==> config.mk <==
export PLATFORM = sky130hd
export DESIGN_NAME = ext_pipe
export DESIGN_NICKNAME = d
export VERILOG_FILES = /design/src/rtl/ext_pipe.sv
export SDC_FILE = /design/constraint.sdc
export NUM_CORES = 1
export LEC_CHECK = 0
export BUFFER_PORTS_ARGS = -buffer_cell sky130_fd_sc_hd__buf_2
export CAP_MARGIN = 0
export CORE_MARGIN = 2
export CORE_UTILIZATION = 51
export DETAILED_ROUTE_END_ITERATION = 16
export PLACE_DENSITY_LB_ADDON = 0.25
export SLEW_MARGIN = 10
export SYNTH_ARGS = -nofsm -noshare
export SYNTH_HDL_FRONTEND = slang
export SYNTH_SLANG_ARGS = --single-unit
==> constraint.sdc <==
create_clock -name clk -period 1.6 [get_ports clk]
set_clock_uncertainty 0.2 [all_clocks]
set_input_delay 0.24 -clock clk [delete_from_list [all_inputs] [get_ports clk]]
set_output_delay 0.24 -clock clk [all_outputs]
set_load 0.005 [all_outputs]
==> src/rtl/ext_pipe.sv <==
// Registered immediate extender with valid/ready handshake and a 2-entry skid buffer.
// Modes: zero, sign, upper-load and sign-extended branch offset shifted by BR_SHIFT.
module ext_pipe #(
  parameter int unsigned IN_W     = 16,
  parameter int unsigned OUT_W    = 32,
  parameter int unsigned BR_SHIFT = 2
) (
  input  logic             clk,
  input  logic             reset,
  input  logic             flush,
  input  logic             in_valid,
  output logic             in_ready,
  input  logic [IN_W-1:0]  In,
  input  logic [1:0]       ExtOp,
  output logic             out_valid,
  input  logic             out_ready,
  output logic [OUT_W-1:0] Out
);

  localparam logic [1:0] OpZero  = 2'b00;
  localparam logic [1:0] OpSign  = 2'b01;
  localparam logic [1:0] OpUpper = 2'b10;
  localparam logic [1:0] OpBr    = 2'b11;

  logic             or_valid_q, or_valid_d;
  logic [OUT_W-1:0] or_data_q,  or_data_d;
  logic             sk_valid_q, sk_valid_d;
  logic [OUT_W-1:0] sk_data_q,  sk_data_d;

  logic             accept;
  logic             take;
  logic [OUT_W-1:0] zext;
  logic [OUT_W-1:0] sext;
  logic [OUT_W-1:0] ext_val;

  // Extension datapath; only captured on accept, so X inputs while idle never reach state.
  always_comb begin
    zext    = OUT_W'(In);
    sext    = OUT_W'($signed(In));
    ext_val = zext;
    case (ExtOp)
      OpZero:  ext_val = zext;
      OpSign:  ext_val = sext;
      OpUpper: ext_val = zext << (OUT_W - IN_W);
      OpBr:    ext_val = sext << BR_SHIFT;
      default: ext_val = zext;
    endcase
  end

  assign in_ready  = ~sk_valid_q;
  assign out_valid = or_valid_q;
  assign Out       = or_data_q;
  assign accept    = in_valid & in_ready;
  assign take      = or_valid_q & out_ready;

  always_comb begin
    or_valid_d = or_valid_q;
    or_data_d  = or_data_q;
    sk_valid_d = sk_valid_q;
    sk_data_d  = sk_data_q;
    if (flush) begin
      or_valid_d = 1'b0;
      sk_valid_d = 1'b0;
    end else if (!or_valid_q || take) begin
      // Skid entry is older than anything arriving now, so it drains first.
      if (sk_valid_q) begin
        or_data_d  = sk_data_q;
        or_valid_d = 1'b1;
        sk_valid_d = 1'b0;
      end else if (accept) begin
        or_data_d  = ext_val;
        or_valid_d = 1'b1;
      end else begin
        or_valid_d = 1'b0;
      end
    end else if (accept) begin
      sk_data_d  = ext_val;
      sk_valid_d = 1'b1;
    end
  end

  always_ff @(posedge clk or negedge reset) begin
    if (!reset) begin
      or_valid_q <= 1'b0;
      or_data_q  <= '0;
      sk_valid_q <= 1'b0;
      sk_data_q  <= '0;
    end else begin
      or_valid_q <= or_valid_d;
      or_data_q  <= or_data_d;
      sk_valid_q <= sk_valid_d;
      sk_data_q  <= sk_data_d;
    end
  end

endmodule

# Word-level counts from Yosys, hierarchy flattened
# Cells that the tools add are included.
# op_classes
n_eq_ne	3
n_bitwise	5
n_mux	10
n_reduce_logical	8
# ops
op	count
32-bit one-hot mux with 4 select lines	1
32-bit 2-to-1 mux	2
1-bit 2-to-1 mux	7
3-bit AND reduction	2
2-bit == test, second input constant	2
2-bit nonzero test	2
1-bit NOT	3
3-bit nonzero test	1
1-bit bitwise AND	2
2-bit by 1-bit == test with 1-bit output, second input constant	1
2-bit logical NOT	1
1-bit logical NOT	1
1-bit logical OR	1
# totals
output_inout_bits	34
wordCells	30
reg_bits	66

# Logic depth before layout (Yosys ltp)
# depth
ltp_word	6
depth_mapped	6
mapped_depth_nobuf	3

# Least setup slack after synthesis
# OpenSTA, ideal clock, no wires.
# synth_timing
path_type	register to register
startpoint	reg or_valid_q (netlist: out_valid)
endpoint	reg sk_data_q[12]
arrival_ps	1293
setup_slack_ps	-17
path_stages_with_launch	5
required_time_ps	1275
synth_period_minus_slack_ps	1617
cell_sequence	dfrtp_1 nor2b_2 nand3_1 buf_2 mux2_2
# synth_via
elab_chain_len	4
elab_cells_between_ends	5
classes_between	bitwise: 2; reduce/logical: 3
# synth_rtl
element	line	text
start: declaration	25	logic or_valid_q, or_valid_d;
start signal: assignment	89	or_valid_q <= or_valid_d;
1-bit bitwise AND / 1-bit logical NOT (equally long branches)	54, 64	
1-bit logical OR (*)	64	end else if (!or_valid_q || take) begin
1-bit NOT (no line) (*)	--	
3-bit AND reduction (no line) (*)	--	
end signal: assignment	92	sk_data_q <= sk_data_d;
end: declaration	28	logic [OUT_W-1:0] sk_data_q, sk_data_d;
# Every way passes the cells marked *; elsewhere a longest branch is shown, timed or not.
# A chain may end at the register's enable or synchronous reset.

# Final worst setup path
# layout_timing
startpoint	reg sk_valid_q
endpoint	reg or_data_q[31] (netlist: Out[31])
# layout_via
elab_chain_len	4
elab_cells_between_ends	5
classes_between	mux: 1; bitwise: 2; reduce/logical: 2
# layout_rtl
element	line	text
start: declaration	27	logic sk_valid_q, sk_valid_d;
start signal: assignment	91	sk_valid_q <= sk_valid_d;
1-bit NOT	50	assign in_ready = ~sk_valid_q;
1-bit bitwise AND	53	assign accept = in_valid & in_ready;
2-bit nonzero test (no line)	--	
3-bit AND reduction (no line)	--	
end signal: assignment	90	or_data_q <= or_data_d;
end: declaration	26	logic [OUT_W-1:0] or_data_q, or_data_d;
# Parallel ways exist; a longest one is shown, timed or not.

==> impl_metrics.env <==
export IMPL_finalCriticalPeriod_ns=1.57
export IMPL_vias_per_cell=6.11
export IMPL_grt_max_degree=67
export IMPL_synth_nets=341
export IMPL_start_util=0.525
export IMPL_post_place_ws_ns=-0.0531
export IMPL_ctsHtreeMaxLevel=3
export IMPL_clock_latency_ns=0.33
export IMPL_antennaDiodeCount=0
export IMPL_hpwl_mm=5.26
export IMPL_layout_setup_ws_ns=0.0294
export IMPL_design_area_sq_um=4060
export IMPL_coreArea_sq_um=6350
export IMPL_clock_sinks=66
export IMPL_via_count=2806
export IMPL_vdd_drop_max_mv=0.667
export IMPL_yosys_cell_types_count=32
export IMPL_synthToLayoutAreaGrowth_pct=21.7
export IMPL_cts_buffers=9
export IMPL_portBuffers=56
export IMPL_slowest_delay_ns=0.48
export IMPL_min_path_type="input pin to flop"
export IMPL_grt_pass1_vias=2789
export IMPL_crit_path_top_delay_cell="dfrtp_2"
export IMPL_grt_use_total=0.246
export IMPL_power_density_nw_per_um2=1100
export IMPL_synth_area_sq_um=3340
export IMPL_synth_seq_cells=66
export IMPL_whs_ns=0.0348
export IMPL_outcome="finished clean"
export IMPL_drive_gt1_frac=0.325
export IMPL_grt_antenna_before_repair=0
export IMPL_maxCapViolCount=0
export IMPL_layout_commonest_cell="dfrtp_1"
export IMPL_path_delay_family="flip-flops"
export IMPL_ff2ff_setup_slack_ns=0.03
export IMPL_die_area_sq_um=7200
export IMPL_grt_pass1_wl_mm=14.0
export IMPL_finalSetupViolations=0
export IMPL_finalCritPeriodShare=0.982
export IMPL_fin_cells=459
export IMPL_drc=0
export IMPL_drt_iter0_markers=165
export IMPL_cp_arrival_ns=1.59
export IMPL_num_fill_cells=549
export IMPL_syn_inst=318
export IMPL_hold_violations=0
export IMPL_fin_total_pwr_mw=4.46
export IMPL_cts_tree="done"
export IMPL_ys_warn_count=0
export IMPL_endpoint_kind="flop"
export IMPL_rows=29
export IMPL_wl_per_cell_microns=18.1
export IMPL_yosysTopAreaCell="dfrtp_1"
export IMPL_num_nets_final=402
export IMPL_synth_top_area_share=0.495
export IMPL_worstPathMaxFanout=10
export IMPL_max_slew_worst_pin_slew_ns=0.455
export IMPL_synth_area_leaders="dfrtp_1, mux2_2, o31ai_1"
export IMPL_fmax_mhz=637
export IMPL_dp_cells=439
export IMPL_dpl_cell_area_sq_um=3740
export IMPL_die_y_microns=84.9
export IMPL_p_leak_nw=2.00
export IMPL_required_ns=1.62
export IMPL_overflow=0
export IMPL_critPathKind="flop to flop"
export IMPL_avgSynthCellArea_sq_um=10.5
export IMPL_dr_pass1_iters=4
export IMPL_grt_setup_unrepaired="yes"
export IMPL_cp_num_buf_inv=1
export IMPL_worstPathCellList="o21bai_4, or2_4, buf_12, mux2_2"
export IMPL_cts_reportedPaths_clkPinSlew_ns=0.07
export IMPL_final_cell_mix="dfrtp_1, buf_2, o21ai_0, nor2_1, o31ai_1"
export IMPL_route_antenna_remaining_nets=0
export IMPL_cts_root_buf="clkbuf_8"
export IMPL_io_pins=57
export IMPL_gp_congestion=0.798
export IMPL_ctsLongestPathBuffers=2
export IMPL_die_x_microns=84.9
export IMPL_slew_headroom=0.696
export IMPL_ys_seq_area_frac=0.495
export IMPL_final_max_slew_viol_count=0
export IMPL_startpoint_type="flop"
export IMPL_finalWirelength_mm=8.32
[kinds of logic after synthesis]
group	after synthesis	share of synthesized area
multiplexers	37	0.119
AO/OA/AOI/OAI	120	0.248
AND/OR/NAND/NOR	46	0.0634
flip-flops	66	0.495
buffers and inverters	49	0.0746
[worst register-to-register path, cell delays in order (launching register included)]
cell and delay (ns):
dfrtp_2 0.48, o21bai_4 0.16, or2_4 0.16, buf_12 0.13
mux2_2 0.33
[metal layers]
metal,part of all wire,up-vias,routed length (microns),GRT usage
li1,-,1290,-,-
met1,0.45,1422,3760,0.346
met2,0.49,79,4050,0.388
met3,0.043,15,360,0.0438
met4,0.018,0,150,0.0895
met5,0,-,0,0
[cell type report]
class / count / area, sq um / share of cell area
flip-flops and latches: 66 / 1650 / 0.407
clock buffers: 11 / 151 / 0.0373
well taps: 77 / 96.3 / 0.0237
repair buffers: 82 / 598 / 0.147
inverters: 17 / 66.3 / 0.0163
clock inverters: 3 / 40.0 / 0.00986
multi-input cells: 203 / 1460 / 0.358
[stage by stage]
stage	utilization	TNS (ns)
global route	0.639	-0.196
finish	0.639	0
CTS	0.635	0
global placement	0.589	0
floorplan	-	0
detailed placement	0.589	-0.283
[registers in the layout (all words and copies together), names as in the netlist]
name	cells
Out	32
sk_data_q	32
out_valid	1
sk_valid_q	1
[what timing repair did]
item / in CTS / in global routing
cloned: 1 / 0
hold endpoints to repair: 68 / 0
hold buffers: 3 / 0
endpoints found under the setup margin: 37 / 11
pin swaps: 0 / 1
gates resized for setup: 12 / 3
setup buffers: 0 / 2
[final timing paths]
check                      startpoint             to  depth (start not counted)
min reg2reg                    Out[1]         Out[1]                          2
max                        sk_valid_q        Out[31]                          4
min in group asynchronous       reset         Out[1]                          3
max in group asynchronous       reset  sk_data_q[25]                          3
max reg2reg                sk_valid_q        Out[31]                          4
min                          in_valid      out_valid                          3
[power by group]
part	internal, mW	switching, mW	total (mW)
logic	0.449	0.447	0.895
clock network	0.782	0.591	1.37
registers	2.02	0.174	2.19
total	3.25	1.21	4.46
[Yosys cell counts (all sizes together)]
library cell and n:
nand3 2, a221oi 13, inv 17, or2 1
mux2 20, a31oi 1, o21ai 34, and3b 1
a21o 1, and2b 1, nor3b 1, o31ai 28
clkbuf 13, mux2i 17, buf 19, nor2b 4
o21bai 1, and2 2, a21oi 14, nand2 2
a211oi 15, dfrtp 66, nor3 1, a22o 13
nand2b 1, nor2 30
Power figures use the tool's default switching activity.
